<file path="src/rtl/muldiv_unit.sv">
// muldiv_unit: iterative RV32M multiply/divide beside the EX-stage ALU.
// Shift-add multiply and restoring divide, one bit per cycle; stalls the
// pipeline while busy and pulses done for one cycle with a registered result.
module muldiv_unit #(
   parameter int unsigned XLEN = 32
) (
   input  logic            clk,
   input  logic            rst,
   input  logic            start,
   input  logic [2:0]      func3,
   input  logic [XLEN-1:0] a,
   input  logic [XLEN-1:0] b,
   input  logic            flush,
   output logic            busy,
   output logic            stall,
   output logic            done,
   output logic [XLEN-1:0] result
);

   localparam int unsigned CW = $clog2(XLEN);

   localparam logic [2:0] F_MUL   = 3'b000;
   localparam logic [2:0] F_MULHU = 3'b011;
   localparam logic [2:0] F_DIVU  = 3'b101;
   localparam logic [2:0] F_REMU  = 3'b111;

   typedef enum logic [1:0] {S_IDLE, S_MUL, S_DIV, S_DONE} state_t;

   state_t              state_q;
   logic [CW-1:0]       cnt_q;
   logic [2:0]          op_q;
   logic [XLEN-1:0]     opnd_q;     // multiplicand (MUL) or divisor (DIV)
   logic [2*XLEN-1:0]   prod_q;     // {partial product, remaining multiplier bits}
   logic [XLEN-1:0]     rem_q;      // partial remainder (always < divisor)
   logic [XLEN-1:0]     quo_q;      // dividend bits shifting out, quotient bits in
   logic                busy_q;
   logic                done_q;
   logic [XLEN-1:0]     result_q;

   logic [XLEN:0]       mul_sum;
   logic [2*XLEN-1:0]   prod_d;
   logic [XLEN:0]       rem_sh;
   logic [XLEN:0]       div_diff;
   logic [XLEN-1:0]     rem_d;
   logic [XLEN-1:0]     quo_d;
   logic                last_iter;

   // One iteration of the shift-add multiplier and the restoring divider.
   always_comb begin
      mul_sum   = {1'b0, prod_q[2*XLEN-1:XLEN]} + (prod_q[0] ? {1'b0, opnd_q} : (XLEN+1)'(0));
      prod_d    = {mul_sum, prod_q[XLEN-1:1]};
      rem_sh    = {rem_q, quo_q[XLEN-1]};
      // rem_sh < 2*divisor, so bit XLEN of the difference is the borrow.
      div_diff  = rem_sh - {1'b0, opnd_q};
      rem_d     = div_diff[XLEN] ? rem_sh[XLEN-1:0] : div_diff[XLEN-1:0];
      quo_d     = {quo_q[XLEN-2:0], ~div_diff[XLEN]};
      last_iter = (cnt_q == CW'(XLEN-1));
   end

   // Sequencer FSM with datapath registers and registered outputs.
   always_ff @(posedge clk) begin
      if (rst) begin
         state_q  <= S_IDLE;
         cnt_q    <= '0;
         op_q     <= '0;
         opnd_q   <= '0;
         prod_q   <= '0;
         rem_q    <= '0;
         quo_q    <= '0;
         busy_q   <= 1'b0;
         done_q   <= 1'b0;
         result_q <= '0;
      end else begin
         done_q <= 1'b0;
         unique case (state_q)
            S_IDLE: begin
               if (start && !flush) begin
                  op_q  <= func3;
                  cnt_q <= '0;
                  if (func3 == F_MUL || func3 == F_MULHU) begin
                     opnd_q  <= a;
                     prod_q  <= {XLEN'(0), b};
                     busy_q  <= 1'b1;
                     state_q <= S_MUL;
                  end else if (func3 == F_DIVU || func3 == F_REMU) begin
                     if (b != '0) begin
                        opnd_q  <= b;
                        quo_q   <= a;
                        rem_q   <= '0;
                        busy_q  <= 1'b1;
                        state_q <= S_DIV;
                     end else begin
                        // Divide by zero: quotient all ones, remainder is the dividend.
                        result_q <= (func3 == F_DIVU) ? '1 : a;
                        done_q   <= 1'b1;
                        state_q  <= S_DONE;
                     end
                  end else begin
                     result_q <= '0;
                     done_q   <= 1'b1;
                     state_q  <= S_DONE;
                  end
               end
            end
            S_MUL: begin
               if (flush) begin
                  busy_q  <= 1'b0;
                  state_q <= S_IDLE;
               end else begin
                  prod_q <= prod_d;
                  cnt_q  <= cnt_q + CW'(1);
                  if (last_iter) begin
                     result_q <= (op_q == F_MULHU) ? prod_d[2*XLEN-1:XLEN] : prod_d[XLEN-1:0];
                     busy_q   <= 1'b0;
                     done_q   <= 1'b1;
                     state_q  <= S_DONE;
                  end
               end
            end
            S_DIV: begin
               if (flush) begin
                  busy_q  <= 1'b0;
                  state_q <= S_IDLE;
               end else begin
                  rem_q <= rem_d;
                  quo_q <= quo_d;
                  cnt_q <= cnt_q + CW'(1);
                  if (last_iter) begin
                     result_q <= (op_q == F_REMU) ? rem_d : quo_d;
                     busy_q   <= 1'b0;
                     done_q   <= 1'b1;
                     state_q  <= S_DONE;
                  end
               end
            end
            S_DONE: begin
               state_q <= S_IDLE;
            end
            default: begin
               busy_q  <= 1'b0;
               state_q <= S_IDLE;
            end
         endcase
      end
   end

   assign busy   = busy_q;
   assign done   = done_q;
   assign result = result_q;
   // Stall asserts combinationally in the request cycle so ID/EX holds the instruction.
   assign stall  = ((state_q == S_IDLE) && start && !flush) || busy_q;

endmodule

</file>
<file path="config.mk">
export PLATFORM = sky130hd
export DESIGN_NAME = muldiv_unit
export DESIGN_NICKNAME = d
export VERILOG_FILES = /design/src/rtl/muldiv_unit.sv
export SDC_FILE = /design/constraint.sdc
export NUM_CORES = 1
export LEC_CHECK = 0
export CAP_MARGIN = 15
export CORE_MARGIN = 4
export CORE_UTILIZATION = 55
export CTS_BUF_LIST = sky130_fd_sc_hd__clkbuf_8
export DETAILED_ROUTE_END_ITERATION = 7
export PLACE_DENSITY = 0.86
export SLEW_MARGIN = 10
export SYNTH_ARGS = -nofsm -noshare
export SYNTH_HDL_FRONTEND = slang
export SYNTH_SLANG_ARGS = --single-unit
</file>
<file path="constraint.sdc">
create_clock -name clk -period 4.2 [get_ports clk]
set_input_delay 0.63 -clock clk [delete_from_list [all_inputs] [get_ports clk]]
set_output_delay 0.63 -clock clk [all_outputs]
set_load 0.01 [all_outputs]
</file>
==> flow_summary.ini <==
[routing]
via_per_inst = 6.60
drt_pass1_iterations = 6
post_drt_wl_per_cell_um = 21.5
drc = 0
drtAntennaViolNets = 0
routed-via-count = 13649
drtIter0Drc = 2027
drt_wl_total_um = 44500

[grt]
grt_max_degree = 109
grt_pass1_wl_um = 69400
grt-ovfl-total = 0
antenna_found_initial = 0
grt_pass1_vias = 12605
grtUsageTotal = 0.319

[clocking]
cts_tree = done
clock-sinks = 204
cts_setup_buffers = 0
root_buffer = clkbuf_8
h-tree-depth = 2
clk_latency_ns = 0.54
cts_inserted_buffers = 35
clkTransAtPathRegs_ns = 0.07
cts_resized = 0
holdBufCountCts = 0
ctsLongestPathBuffers = 3

[timing]
min_period_ns = 3.86
clock_skew_ns = 0.0207
fin_ws_ns = 0.336
rsz0062_at_grt = no
setup_viol_count_final = 0
fmax_mhz = 259
min_period_over_period = 0.920
tightest_slew_ns = 0.934
maxSlewHeadroom = 0.377
slew_violations = 0
hold_viol = 0
holdWs_ns = 0.479
tns_ns = 0

[power_and_ir_drop]
clkPwrFrac = 0.215
p_total_mw = 8.60
power_leakage_nw = 6.07
p_int_mw = 4.93
ir_worst_vdd_mv = 0.710
power_frac_seq = 0.290
p_sw_mw = 3.67
switching_share = 0.427
power.density_nw_per_um2 = 555
p_comb_frac = 0.495

[setup_path]
cp.required_ns = 4.58
crit_fanout = 29
r2r_end = result[15]
rr_worst_depth = 13
crit_type = reg -> reg
ff2ff_setup_slack_ns = 0.34
reg2reg_from = prod_q[0]
arrival_ns = 4.25
critical_path.endpoint_type = flip-flop
start_kind = flip-flop

[die]
die_width_um = 165
start_util = 0.557
coreArea_sq_um = 24200
die_y_um = 165
fp-row-count = 57
pin_count = 106
dieArea_sq_um = 27100

[placement]
dp_hpwl_um = 32200
place_inst = 2006
portBuffers = 105
routabilityCongestion = 1.00
place_ws_ns = 0.331

[synth]
synth.top_cells.by_count = 238 x nor2_1, 204 x dfxtp_1, 110 x a211oi_1, 104 x clkbuf_1, 103 x mux2i_1
syn_nets = 1810
syn_avg_cell_area_sq_um = 8.09
ys_seq_elements = 204
synth_area_leader_cell = dfxtp_1
yosysTopAreaCellShare = 0.303
synth_ff_type = dfxtp_1
synth-edff-count = 0
synth-seq-area-share = 0.303
synth_area_leaders = dfxtp_1 30%, mux2i_1 7.7%, nor2_1 6.6%
yosys_warnings = 0
syn_area_sq_um = 13500
ys_types = 72
async_flop_share = 0
yosysMostFrequentCell = nor2_1
syn_inst = 1666

[layout]
instances_no_fill = 2069
num_antenna_cells = 0
area_growth_pct = 14.9
drive_gt1_frac = 0.0762
nNetsFinal = 1864

[min_path]
hold_depth = 2
min_path_type = reg -> reg
hp-start = rem_q[25]
min_to = rem_q[25]

[flow_run]
cap_violations = 0

[status]
status = complete, no violations
-- placed cells by master (no fill, tap or decap), types with 31 or more instances in the layout --
cell             count
a22oi_1             58
xnor2_1             40
ha_1                69
o21ai_0             60
clkbuf_8            46
nor2_1             235
inv_1               58
nand2_1             99
o21a_1              31
a21oi_1             96
a211oi_1           109
a21o_1              33
clkdlybuf4s50_1    104
and2_1              39
mux2i_1            103
dfxtp_1            204
-- worst max-delay path, cell delays in order (launching register included) --
cell and delay (ns):
dfxtp_1 0.42, buf_4 0.32, and2_1 0.19, ha_1 0.27
o21a_1 0.20, o31a_1 0.15, o41ai_1 0.65, a211oi_1 0.19
nor2b_1 0.29, a21oi_1 0.19, xor2_1 0.21, mux2_2 0.29
a211oi_1 0.23, a211oi_1 0.11
-- routing by layer --
metal / track usage / vias up / share of wire
met5: 0 / - / 0
met4: 0.0790 / 0 / 0.024
met3: 0.0557 / 97 / 0.12
met2: 0.477 / 880 / 0.43
met1: 0.477 / 6446 / 0.43
li1: - / 6226 / -
-- worst max path at each step --
stage | end | cells after the start | start | slack, ns
floorplan | result[31] | 15 | prod_q[0] | 0.96
global placement | result[12] | 11 | b[7] | 0.37
detailed placement | result[12] | 11 | b[7] | 0.33
CTS | result[15] | 13 | prod_q[0] | 0.44
global route | result[15] | 13 | prod_q[0] | 0.20
finish | result[15] | 13 | prod_q[0] | 0.34
-- power groups by stage --
stage / Clock, mW / Sequential (mW) / Combinational (mW)
after floorplan: 0 / 2.47 / 2.82
after global placement: 0 / 2.51 / 4.02
after detailed placement: 0 / 2.52 / 4.10
after CTS: 1.85 / 2.48 / 4.14
after global routing: 1.93 / 2.51 / 4.57
final: 1.85 / 2.49 / 4.26
-- registers in the layout, indices dropped and copies added (netlist names) --
register / flops
prod_q: 64
state_q: 2
done: 1
result: 32
quo_q: 32
opnd_q: 32
busy: 1
cnt_q: 5
rem_q: 32
op_q: 3
-- cell families after synthesis --
family	share of synthesized area
multiplexers	0.0999
adder cells (fa/ha/maj)	0.0689
AND/OR/NAND/NOR	0.175
flip-flops	0.303
buffers and inverters	0.0486
AO/OA/AOI/OAI	0.266
XOR/XNOR	0.0389
-- final cells by class --
cell class	instances	area, sq um
clock buffers	46	633
inverters	53	199
flip-flops and latches	204	4080
multi-input cells	1295	8810
fillers	1965	8690
repair buffers	131	1270
well taps	324	405
clock inverters	16	80.1
-- metrics by stage --
step	instance area, sq um	util
2_1_floorplan	13500	-
3_3_place_gp	14800	0.611
3_5_place_dp	14800	0.611
4_1_cts	15500	0.640
5_1_grt	15500	0.640
6_report	15500	0.640
Power figures use the tool's default switching activity.
